File: config.mk
export PLATFORM = sky130hd
export DESIGN_NAME = mem_wb_stage
export DESIGN_NICKNAME = d
export VERILOG_FILES = /design/src/rtl/mem_wb_stage.sv
export SDC_FILE = /design/constraint.sdc
export NUM_CORES = 1
export LEC_CHECK = 0
export CAP_MARGIN = 20
export CORE_MARGIN = 1.5
export CORE_UTILIZATION = 45
export DETAILED_ROUTE_END_ITERATION = 10
export GPL_ROUTABILITY_DRIVEN = 0
export PLACE_DENSITY = 0.86
export SETUP_SLACK_MARGIN = 0.1
export SLEW_MARGIN = 20
export SYNTH_ARGS = -nofsm -noshare
export SYNTH_HDL_FRONTEND = slang
export SYNTH_SLANG_ARGS = --single-unit
File: constraint.sdc
create_clock -name clk -period 4.5 [get_ports clk]
set_clock_uncertainty 0.15 [all_clocks]
set_input_delay 0.45 -clock clk [delete_from_list [all_inputs] [get_ports clk]]
set_output_delay 0.45 -clock clk [all_outputs]
set_load 0.05 [all_outputs]
File: src/rtl/mem_wb_stage.sv
`default_nettype none
// ============================================================================
// Module   : mem_wb_stage
// Purpose  : MEM/WB pipeline register with load extraction/extension and
//            writeback source mux feeding the register file write port.
//            Define MEM_WB_RETIRE_CNT_EN to add the 64-bit instret counter.
// Revision : 1.0  initial release
// ============================================================================
module mem_wb_stage #(
   parameter int DATA_WIDTH = 32
) (
   input  logic                  clk,
   input  logic                  reset,
   input  logic                  stall_w,
   input  logic                  flush_w,
   input  logic                  valid_m,
   input  logic                  reg_write_m,
   input  logic [4:0]            rd_m,
   input  logic [1:0]            result_src_m,
   input  logic [2:0]            funct3_m,
   input  logic [DATA_WIDTH-1:0] alu_result_m,
   input  logic [DATA_WIDTH-1:0] read_data_m,
   input  logic [DATA_WIDTH-1:0] pc_plus4_m,
   input  logic [DATA_WIDTH-1:0] imm_ext_m,
   output logic                  valid_w,
   output logic                  wr_en,
   output logic [4:0]            wr_addr,
   output logic [DATA_WIDTH-1:0] wr_data
`ifdef MEM_WB_RETIRE_CNT_EN
   ,
   output logic [63:0]           instret
`endif
);

   localparam logic [1:0] c_SRC_ALU  = 2'b00;
   localparam logic [1:0] c_SRC_LOAD = 2'b01;
   localparam logic [1:0] c_SRC_PC4  = 2'b10;

   logic                  r_valid_w;
   logic                  r_reg_write_w;
   logic [4:0]            r_rd_w;
   logic [1:0]            r_result_src_w;
   logic [2:0]            r_funct3_w;
   logic [DATA_WIDTH-1:0] r_alu_result_w;
   logic [DATA_WIDTH-1:0] r_read_data_w;
   logic [DATA_WIDTH-1:0] r_pc_plus4_w;
   logic [DATA_WIDTH-1:0] r_imm_ext_w;

   logic [7:0]            w_byte;
   logic [15:0]           w_half;
   logic [DATA_WIDTH-1:0] w_load_value;

   always_ff @(posedge clk or posedge reset) begin
      if (reset) begin
         r_valid_w      <= 1'b0;
         r_reg_write_w  <= 1'b0;
         r_rd_w         <= '0;
         r_result_src_w <= '0;
         r_funct3_w     <= '0;
         r_alu_result_w <= '0;
         r_read_data_w  <= '0;
         r_pc_plus4_w   <= '0;
         r_imm_ext_w    <= '0;
      end else if (flush_w) begin
         r_valid_w      <= 1'b0;
         r_reg_write_w  <= 1'b0;
         r_rd_w         <= '0;
         r_result_src_w <= '0;
         r_funct3_w     <= '0;
         r_alu_result_w <= '0;
         r_read_data_w  <= '0;
         r_pc_plus4_w   <= '0;
         r_imm_ext_w    <= '0;
      end else if (!stall_w) begin
         r_valid_w      <= valid_m;
         r_reg_write_w  <= reg_write_m;
         r_rd_w         <= rd_m;
         r_result_src_w <= result_src_m;
         r_funct3_w     <= funct3_m;
         r_alu_result_w <= alu_result_m;
         r_read_data_w  <= read_data_m;
         r_pc_plus4_w   <= pc_plus4_m;
         r_imm_ext_w    <= imm_ext_m;
      end
   end

   // Byte lane from the full offset; halfword lane from offset bit 1 only.
   assign w_byte = r_read_data_w[{r_alu_result_w[1:0], 3'b000} +: 8];
   assign w_half = r_alu_result_w[1] ? r_read_data_w[31:16] : r_read_data_w[15:0];

   always_comb begin
      w_load_value = r_read_data_w;
      case (r_funct3_w)
         3'b000:  w_load_value = {{(DATA_WIDTH-8){w_byte[7]}}, w_byte};
         3'b001:  w_load_value = {{(DATA_WIDTH-16){w_half[15]}}, w_half};
         3'b100:  w_load_value = {{(DATA_WIDTH-8){1'b0}}, w_byte};
         3'b101:  w_load_value = {{(DATA_WIDTH-16){1'b0}}, w_half};
         default: w_load_value = r_read_data_w;
      endcase
   end

   always_comb begin
      wr_data = r_imm_ext_w;
      case (r_result_src_w)
         c_SRC_ALU:  wr_data = r_alu_result_w;
         c_SRC_LOAD: wr_data = w_load_value;
         c_SRC_PC4:  wr_data = r_pc_plus4_w;
         default:    wr_data = r_imm_ext_w;
      endcase
   end

   assign valid_w = r_valid_w;
   assign wr_en   = r_valid_w & r_reg_write_w & (r_rd_w != 5'd0);
   assign wr_addr = r_valid_w ? r_rd_w : 5'd0;

`ifdef MEM_WB_RETIRE_CNT_EN
   logic [63:0] r_instret;

   // An instruction retires on the edge it leaves W; flush still lets it go.
   always_ff @(posedge clk or posedge reset) begin
      if (reset) begin
         r_instret <= '0;
      end else if (r_valid_w & (~stall_w | flush_w)) begin
         r_instret <= r_instret + 64'd1;
      end
   end

   assign instret = r_instret;
`endif

endmodule
`default_nettype wire

# Yosys cells after proc, flatten, opt, wreduce, memory -nomap -nowiden
# Cells that the tools add are included.
dict set report totals {
  in_bits 144
  output_inout_bits 39
  regBits 140
  wordCells 43
}
dict set report classes {
  shift 1
  muxes 22
  reduce_logical 3
  n_eq_ne 6
  bitwise 2
}
# operator count
set ops {}
lappend ops {{$mux W32} 8}
lappend ops {{$pmux W32 S4} 1}
lappend ops {{$pmux W32 S3} 1}
lappend ops {{$shiftx A32 B6 Y8} 1}
lappend ops {{$mux W16} 1}
lappend ops {{$mux W5} 3}
lappend ops {{$eq A3 B3 Y1 const B} 2}
lappend ops {{$mux W3} 2}
lappend ops {{$reduce_bool A5 Y1} 1}
lappend ops {{$mux W1} 4}
lappend ops {{$mux W2} 2}
lappend ops {{$eq A3 B1 Y1 const B} 1}
lappend ops {{$logic_not A3 Y1} 1}
lappend ops {{$and A1 B1 Y1} 2}
lappend ops {{$eq A2 B1 Y1 const B} 1}
lappend ops {{$eq A2 B2 Y1 const B} 1}
lappend ops {{$logic_not A2 Y1} 1}
lappend ops {{$ne A2 B1 Y1 const B} 1}

# Logic depth before layout (Yosys ltp)
# Gate-level depths: netlist of run 1.
dict set report logic_depth {
  depth_word 3
  depth_mapped 7
  ltp_nobuf 4
}

# Worst setup path before layout of run 1
# No wires, ideal clock.
dict set report synth_timing {
  kind {reg2out}
  from {register r_alu_result_w[1]}
  to {output port wr_data[19]}
  arrival_ns 2.150
  stages_incl_launch_ff 6
  setup_slack_ns 1.750
  n_path_buf 1
  t_required_ns 3.900
  cell_sequence {dfrtp_1 buf_4 mux2i_1 mux2_4 or4_4 a21oi_1}
}
dict set report synth_between {
  elab_chain_len 3
  word_cells_on_any_way 4
  cone_classes {1 x shift; 3 x mux}
}
# element line_no
set synth_rtl {}
lappend synth_rtl {{from (decl)} 44} ;# logic [DATA_WIDTH-1:0] r_alu_result_w;
lappend synth_rtl {{from (signal assigned)} 80} ;# r_alu_result_w <= alu_result_m;
lappend synth_rtl {{$shiftx A32 B6 Y8 / $mux W16 (equally long branches)} {88, 89}}
lappend synth_rtl {{$pmux W32 S4 *} 93} ;# case (r_funct3_w)
lappend synth_rtl {{$pmux W32 S3 *} 104} ;# case (r_result_src_w)
lappend synth_rtl {{to (decl)} 28} ;# output logic [DATA_WIDTH-1:0] wr_data
# Mark *: on every way between the ends. The rest lies on a longest branch, timed or not.

# Final worst setup path of run 1
dict set report layout_timing {
  from {register r_result_src_w[1]}
  to {output port wr_data[14]}
}
dict set report layout_between {
  elab_chain_len 2
  word_cells_on_any_way 4
  cone_classes {2 x eq/ne; 1 x mux; 1 x reduce/logical}
}
# element line_no
set layout_rtl {}
lappend layout_rtl {{from (decl)} 42} ;# logic [1:0] r_result_src_w;
lappend layout_rtl {{from (signal assigned)} 78} ;# r_result_src_w <= result_src_m;
lappend layout_rtl {{$eq A2 B2 Y1, or another cell as far along} 104}
lappend layout_rtl {{$pmux W32 S3 *} 104}
# Marks and branches as above.

==> results of run 1 <==
==> through the flow <==
stage               utilization  instance area (µm²)  setup WS (ps)  hold WS [ps]
CTS                       0.639                 9820            701           306
floorplan                     -                 7140            147           331
detailed placement        0.605                 9300           1180           356
global placement          0.605                 9300           1250           347
finish                    0.639                 9820            675           312
global route              0.639                 9820            540           336
==> critical path, cell delays in order, from the launching register on <==
cell,delay [ps]
dfrtp_2,800
nand2b_1,700
nor4_1,150
nor3_2,620
o221ai_1,320
buf_12,220
==> area by class of cell <==
cell class / instances / area share
Clock inverter: 8 / 0.00446
Timing Repair Buffer: 190 / 0.218
Multi-Input combinational cell: 503 / 0.341
Sequential cell: 140 / 0.357
Tap cell: 211 / 0.0269
Inverter: 9 / 0.00395
Clock buffer: 23 / 0.0487
==> worst paths after layout <==
kind	slack, ps	cells past startpoint	end
setup / recovery	670	5	wr_data[14]
hold / removal	310	2	r_imm_ext_w[14]
setup reg to reg	2710	3	r_result_src_w[1]
hold reg to reg	370	2	r_alu_result_w[27]
max in group asynchronous	2870	3	r_imm_ext_w[24]
min in group asynchronous	470	2	r_pc_plus4_w[7]
==> cells by family after synthesis <==
| family | count (synthesis) | synth area share |
|---|---|---|
| AO/OA/AOI/OAI | 98 | 0.0946 |
| buffers and inverters | 67 | 0.0396 |
| flip-flops | 140 | 0.491 |
| multiplexers | 163 | 0.233 |
| AND/OR/NAND/NOR | 242 | 0.142 |
==> layer usage <==
layer  vias to the layer above  part of all wire  track usage
met5                         -                 0            0
met4                         0             0.023       0.0866
met3                        34             0.067       0.0615
met2                       210              0.47        0.401
met1                      2893              0.44        0.332
li1                       2757                 -            -
==> power breakdown <==
part | internal [µW] | switching (µW) | total, µW
Combinational | 365 | 385 | 750
Sequential | 1330 | 66.1 | 1400
Clock | 738 | 506 | 1240
==> sequential cells by signal, summed over array words and instances (netlist names) <==
signal and count:
r_rd_w 5, r_funct3_w 3, r_alu_result_w 32, valid_w 1
r_result_src_w 2, r_read_data_w 32, r_pc_plus4_w 32, r_imm_ext_w 32
r_reg_write_w 1
==> Yosys cell counts (10+ instances only) <==
master	n	area, µm²
mux2_2	10	113
nor2_1	168	631
mux2i_1	150	1500
clkbuf_1	32	120
a211oi_1	12	90.1
o22a_1	12	105
a21oi_1	31	155
nor2b_1	13	81.3
dfrtp_1	140	3500
nand2_1	39	146
buf_2	22	110
o22ai_1	18	113
==> impl_metrics.py, run 1 <==
metrics = {
    "run_status": {
        "status": "complete, no violations",
    },
    "global_route": {
        "grt_start_max_net_pins": 106,
        "grt_pass1_wl_mm": 31.6,
        "grt_pass1_vias": 5981,
        "grt_usage": 0.250,
        "antenna_found_initial": 0,
        "overflow": 0,
    },
    "power_and_ir_drop": {
        "power_density_nw_per_um2": 345,
        "max-vdd-ir-drop_mv": 0.251,
        "finalPower_uw": 3390,
        "p_leak_uw": 0.00457,
    },
    "final_layout": {
        "multi_input_area_um2": 3350,
        "layout_common_cells": "nor2_1 (168), clkdlybuf4s50_1 (156), mux2i_1 (150), dfrtp_1 (138), nand2_1 (39)",
        "register_area_um2": 3510,
        "fill_cells": 1237,
        "drive_gt1_frac": 0.0997,
        "area_growth_pct": 37.5,
        "final_cells": 1084,
        "layout.nets": 1005,
        "n_antenna_cell": 0,
        "layout_commonest_cell": "nor2_1",
    },
    "sta": {
        "finalCritPeriodShare": 0.850,
        "finalCriticalPeriod_ps": 3830,
        "rsz0062_at_grt": "false",
        "fin_tns_setup_ps": 0,
        "tightest_slew_ps": 956,
        "setup_violations": 0,
        "fmaxAchievable_ghz": 0.261,
        "final_max_slew_viol_count": 0,
        "hold_viol": 0,
        "maxSlewHeadroom": 0.363,
    },
    "synthesis": {
        "syn_inst": 710,
        "synth_edf_count": 0,
        "yosysSeqAreaShare": 0.491,
        "synth_cell_types": 34,
        "synthFlopType": "dfrtp_1",
        "ys_seq_elements": 140,
        "ys_async_sr_fraction": 1.00,
        "avgSynthCellArea_um2": 10.1,
        "ys_warn_count": 0,
        "syn-num-nets": 854,
        "syn_area_um2": 7140,
    },
    "floorplan": {
        "core_area_um2": 15400,
        "die_area_um2": 16600,
        "ios": 183,
        "die_w_um": 129,
        "start_util": 0.464,
        "core.rowCount": 45,
        "fp.dieH_um": 129,
    },
    "clocking": {
        "cts_made_buffers": 17,
        "clock_sinks": 140,
        "clock_path_buffers": 2,
        "root_buffer": "clkbuf_16",
        "post_cts_buffers": 0,
        "clk_pin_slew_ps": 60,
        "tritoncts": "done",
        "post_cts_resized": 0,
        "clkLatencyLatePin_ps": 420,
        "hold_buffers": 0,
        "h-tree-depth": 4,
    },
    "setup_path": {
        "path_class": "reg2out",
        "critPathArrivalTime_ps": 3230,
        "cp_max_fo": 36,
        "end_kind": "output pin",
        "r2r_start": "r_result_src_w[1]",
        "critPathLaunch": "r_result_src_w[1]",
        "cp_data_required_time_ps": 3900,
        "worstSetupStartpointType": "flop",
    },
    "placed_design": {
        "place_inst": 1053,
        "io_buffers": 182,
        "dp_hpwl_mm": 14.0,
    },
    "route": {
        "wl_per_cell_um": 18.3,
        "antenna_left": 0,
        "drtIter0Drc": 376,
        "viasPerCell": 5.44,
        "drtPass1Iterations": 5,
        "num_vias": 5894,
        "drt-total-wl_mm": 19.9,
        "drc_errors": 0,
    },
    "worst_hold_path": {
        "min-delay-start": "flush_w",
        "holdCritPathClass": "in2reg",
    },
    "job": {
        "drv_cap": 0,
    },
}
(Power assumes the default switching activity.)
==> run 2, diff against run 1 <==
- CORE_UTILIZATION: 45 -> 25
- DONT_BUFFER_PORTS: default -> 1
- PLACE_DENSITY: 0.86 -> 0.49
- SLEW_MARGIN: 20 -> default
==> run 2 against run 1 <==
Compared with the run above:
- flip-flop and latch count did not move
- combinational power fell by 33%
- global-route usage fell by 9.4 points
- largest cell class unchanged
- clock power rose by 31%
- wire length rose by 15%
- die area rose by 78%
- count of clock-buffer cells in the layout fell by 4
- core utilization fell by 34 points
==> impl_metrics.py, run 2 (synthesized netlist as in run 1, its figures left out) <==
metrics = {
    "sta": {
        "rsz0062_at_grt": "false",
        "tightest_slew_ps": 1040,
        "maxSlewHeadroom": 0.301,
        "setup_ws_ps": 997,
        "setup_violations": 0,
        "fin_tns_setup_ps": 0,
        "fmaxAchievable_ghz": 0.285,
        "finalCriticalPeriod_ps": 3500,
        "finalCritPeriodShare": 0.778,
        "final_max_slew_viol_count": 0,
        "hold_viol": 0,
    },
    "floorplan": {
        "fp.dieH_um": 172,
        "ios": 183,
        "start_util": 0.256,
        "die_w_um": 172,
        "die_area_um2": 29600,
        "core.rowCount": 61,
        "core_area_um2": 27900,
    },
    "clocking": {
        "h-tree-depth": 4,
        "root_buffer": "clkbuf_16",
        "clk_pin_slew_ps": 60,
        "post_cts_buffers": 0,
        "clkLatencyLatePin_ps": 420,
        "clock_sinks": 140,
        "cts_made_buffers": 17,
        "tritoncts": "done",
        "clock_path_buffers": 2,
    },
    "setup_path": {
        "r2r_start": "r_result_src_w[1]",
        "path_class": "reg2out",
        "critPathArrivalTime_ps": 2900,
        "reg2reg_slack_ps": 2960,
        "worstSetupStartpointType": "flop",
        "regToRegEndpoint": "r_result_src_w[1]",
        "cp_data_required_time_ps": 3900,
        "critPathLaunch": "r_result_src_w[1]",
        "r2r_cells": 3,
        "end_kind": "output pin",
        "crit_end": "wr_data[31]",
        "cp_max_fo": 20,
    },
    "placed_design": {
        "dp_worst_setup_slack_ps": 1440,
        "io_buffers": 0,
        "place_inst": 1055,
        "dp_hpwl_mm": 15.7,
    },
    "global_route": {
        "grt-busiest-layer": "met2",
        "grt_pass1_vias": 5014,
        "antenna_found_initial": 10,
        "grt_usage": 0.155,
        "use_met2": 0.234,
        "overflow": 0,
        "grt_util_met1": 0.205,
        "use_met3": 0.0604,
        "grt_start_max_net_pins": 141,
        "grt_pass1_wl_mm": 33.3,
    },
    "final_layout": {
        "register_area_um2": 3510,
        "layout.nets": 842,
        "final_cells": 1094,
        "drive_gt1_frac": 0.114,
        "fill_cells": 2953,
        "multi_input_area_um2": 3350,
        "area_growth_pct": 16.0,
        "layout_commonest_cell": "nor2_1",
        "layout_common_cells": "nor2_1 (168), mux2i_1 (150), dfrtp_1 (138), nand2_1 (39), a21oi_1 (31)",
    },
    "route": {
        "wl_per_cell_um": 20.9,
        "drt-total-wl_mm": 22.9,
        "antenna_left": 0,
        "drc_errors": 0,
        "drtIter0Drc": 247,
        "num_vias": 5158,
        "viasPerCell": 4.71,
        "drtPass1Iterations": 6,
    },
    "run_status": {
        "status": "complete, no violations",
    },
    "job": {
        "drv_cap": 0,
    },
    "worst_hold_path": {
        "holdCritPathClass": "in2reg",
    },
    "power_and_ir_drop": {
        "p_leak_uw": 0.00390,
        "max-vdd-ir-drop_mv": 0.226,
        "power_density_nw_per_um2": 424,
    },
}
-- run 2: cell count changes in the layout (fill, tap and decap cells not counted) --
cell | before | now
clkdlybuf4s50_1 | 156 | 0
buf_12 | 25 | 0
buf_4 | 8 | 25
diode_2 | 0 | 7
bufinv_16 | 0 | 6
clkinv_2 | 7 | 2
clkbuf_1 | 3 | 0
clkbuf_8 | 4 | 2
buf_16 | 0 | 1
clkinvlp_4 | 0 | 1
dlygate4sd3_1 | 0 | 1
inv_6 | 1 | 2
-- run 2: how the worst min path moves through the flow --
stage | from | endpoint | depth (start not counted) | slack, ps
global placement | reset | r_alu_result_w[11] | 1 | 320
global route | pc_plus4_m[4] | r_pc_plus4_w[4] | 2 | 10
CTS | pc_plus4_m[21] | r_pc_plus4_w[21] | 2 | 10
detailed placement | reset | r_alu_result_w[11] | 1 | 310
finish | imm_ext_m[17] | r_imm_ext_w[17] | 2 | 30
floorplan | r_alu_result_w[16] | r_alu_result_w[16] | 2 | 330
-- run 2: what timing repair did --
| item | 4_1_cts | 5_1_grt |
|---|---|---|
| hold buffers | 2 | 0 |
| gates resized for setup | 0 | 0 |
| hold endpoints to repair | 207 | 0 |
-- run 2: report_power, final --
part	switching [µW]	internal [µW]
Sequential	58.5	1330
Clock	561	1060
Combinational	326	173
-- run 2: layer usage --
layer | routed length [µm] | share of wire
met5 | 59 | 0.0026
met4 | 374 | 0.016
met3 | 1810 | 0.079
met2 | 10500 | 0.46
met1 | 10100 | 0.44
-- run 2: critical path, stage by stage, from the launching register on --
cell	delay, ps
dfrtp_2	390
nand2b_1	460
nor4_4	1000
o22a_1	630
-- run 2: cell type report --
class,count,area share
Sequential cell,140,0.423
Tap cell,378,0.0571
Antenna cell,7,0.00212
Timing Repair Buffer,27,0.0272
Inverter,9,0.00468
Clock inverter,11,0.0260
Multi-Input combinational cell,503,0.405
Clock buffer,19,0.0547
-- run 2: metrics by stage --
stage / total power [µW] / cell area (µm²) / hold slack, ps / util
6_report: 3510 / 8280 / 31.4 / 0.296
5_1_grt: 3660 / 8270 / 14.4 / 0.296
4_1_cts: 3560 / 8260 / 11.9 / 0.296
3_5_place_dp: 1890 / 7560 / 309 / 0.271
3_3_place_gp: 1890 / 7560 / 323 / 0.271
2_1_floorplan: 1820 / 7140 / 331 / -
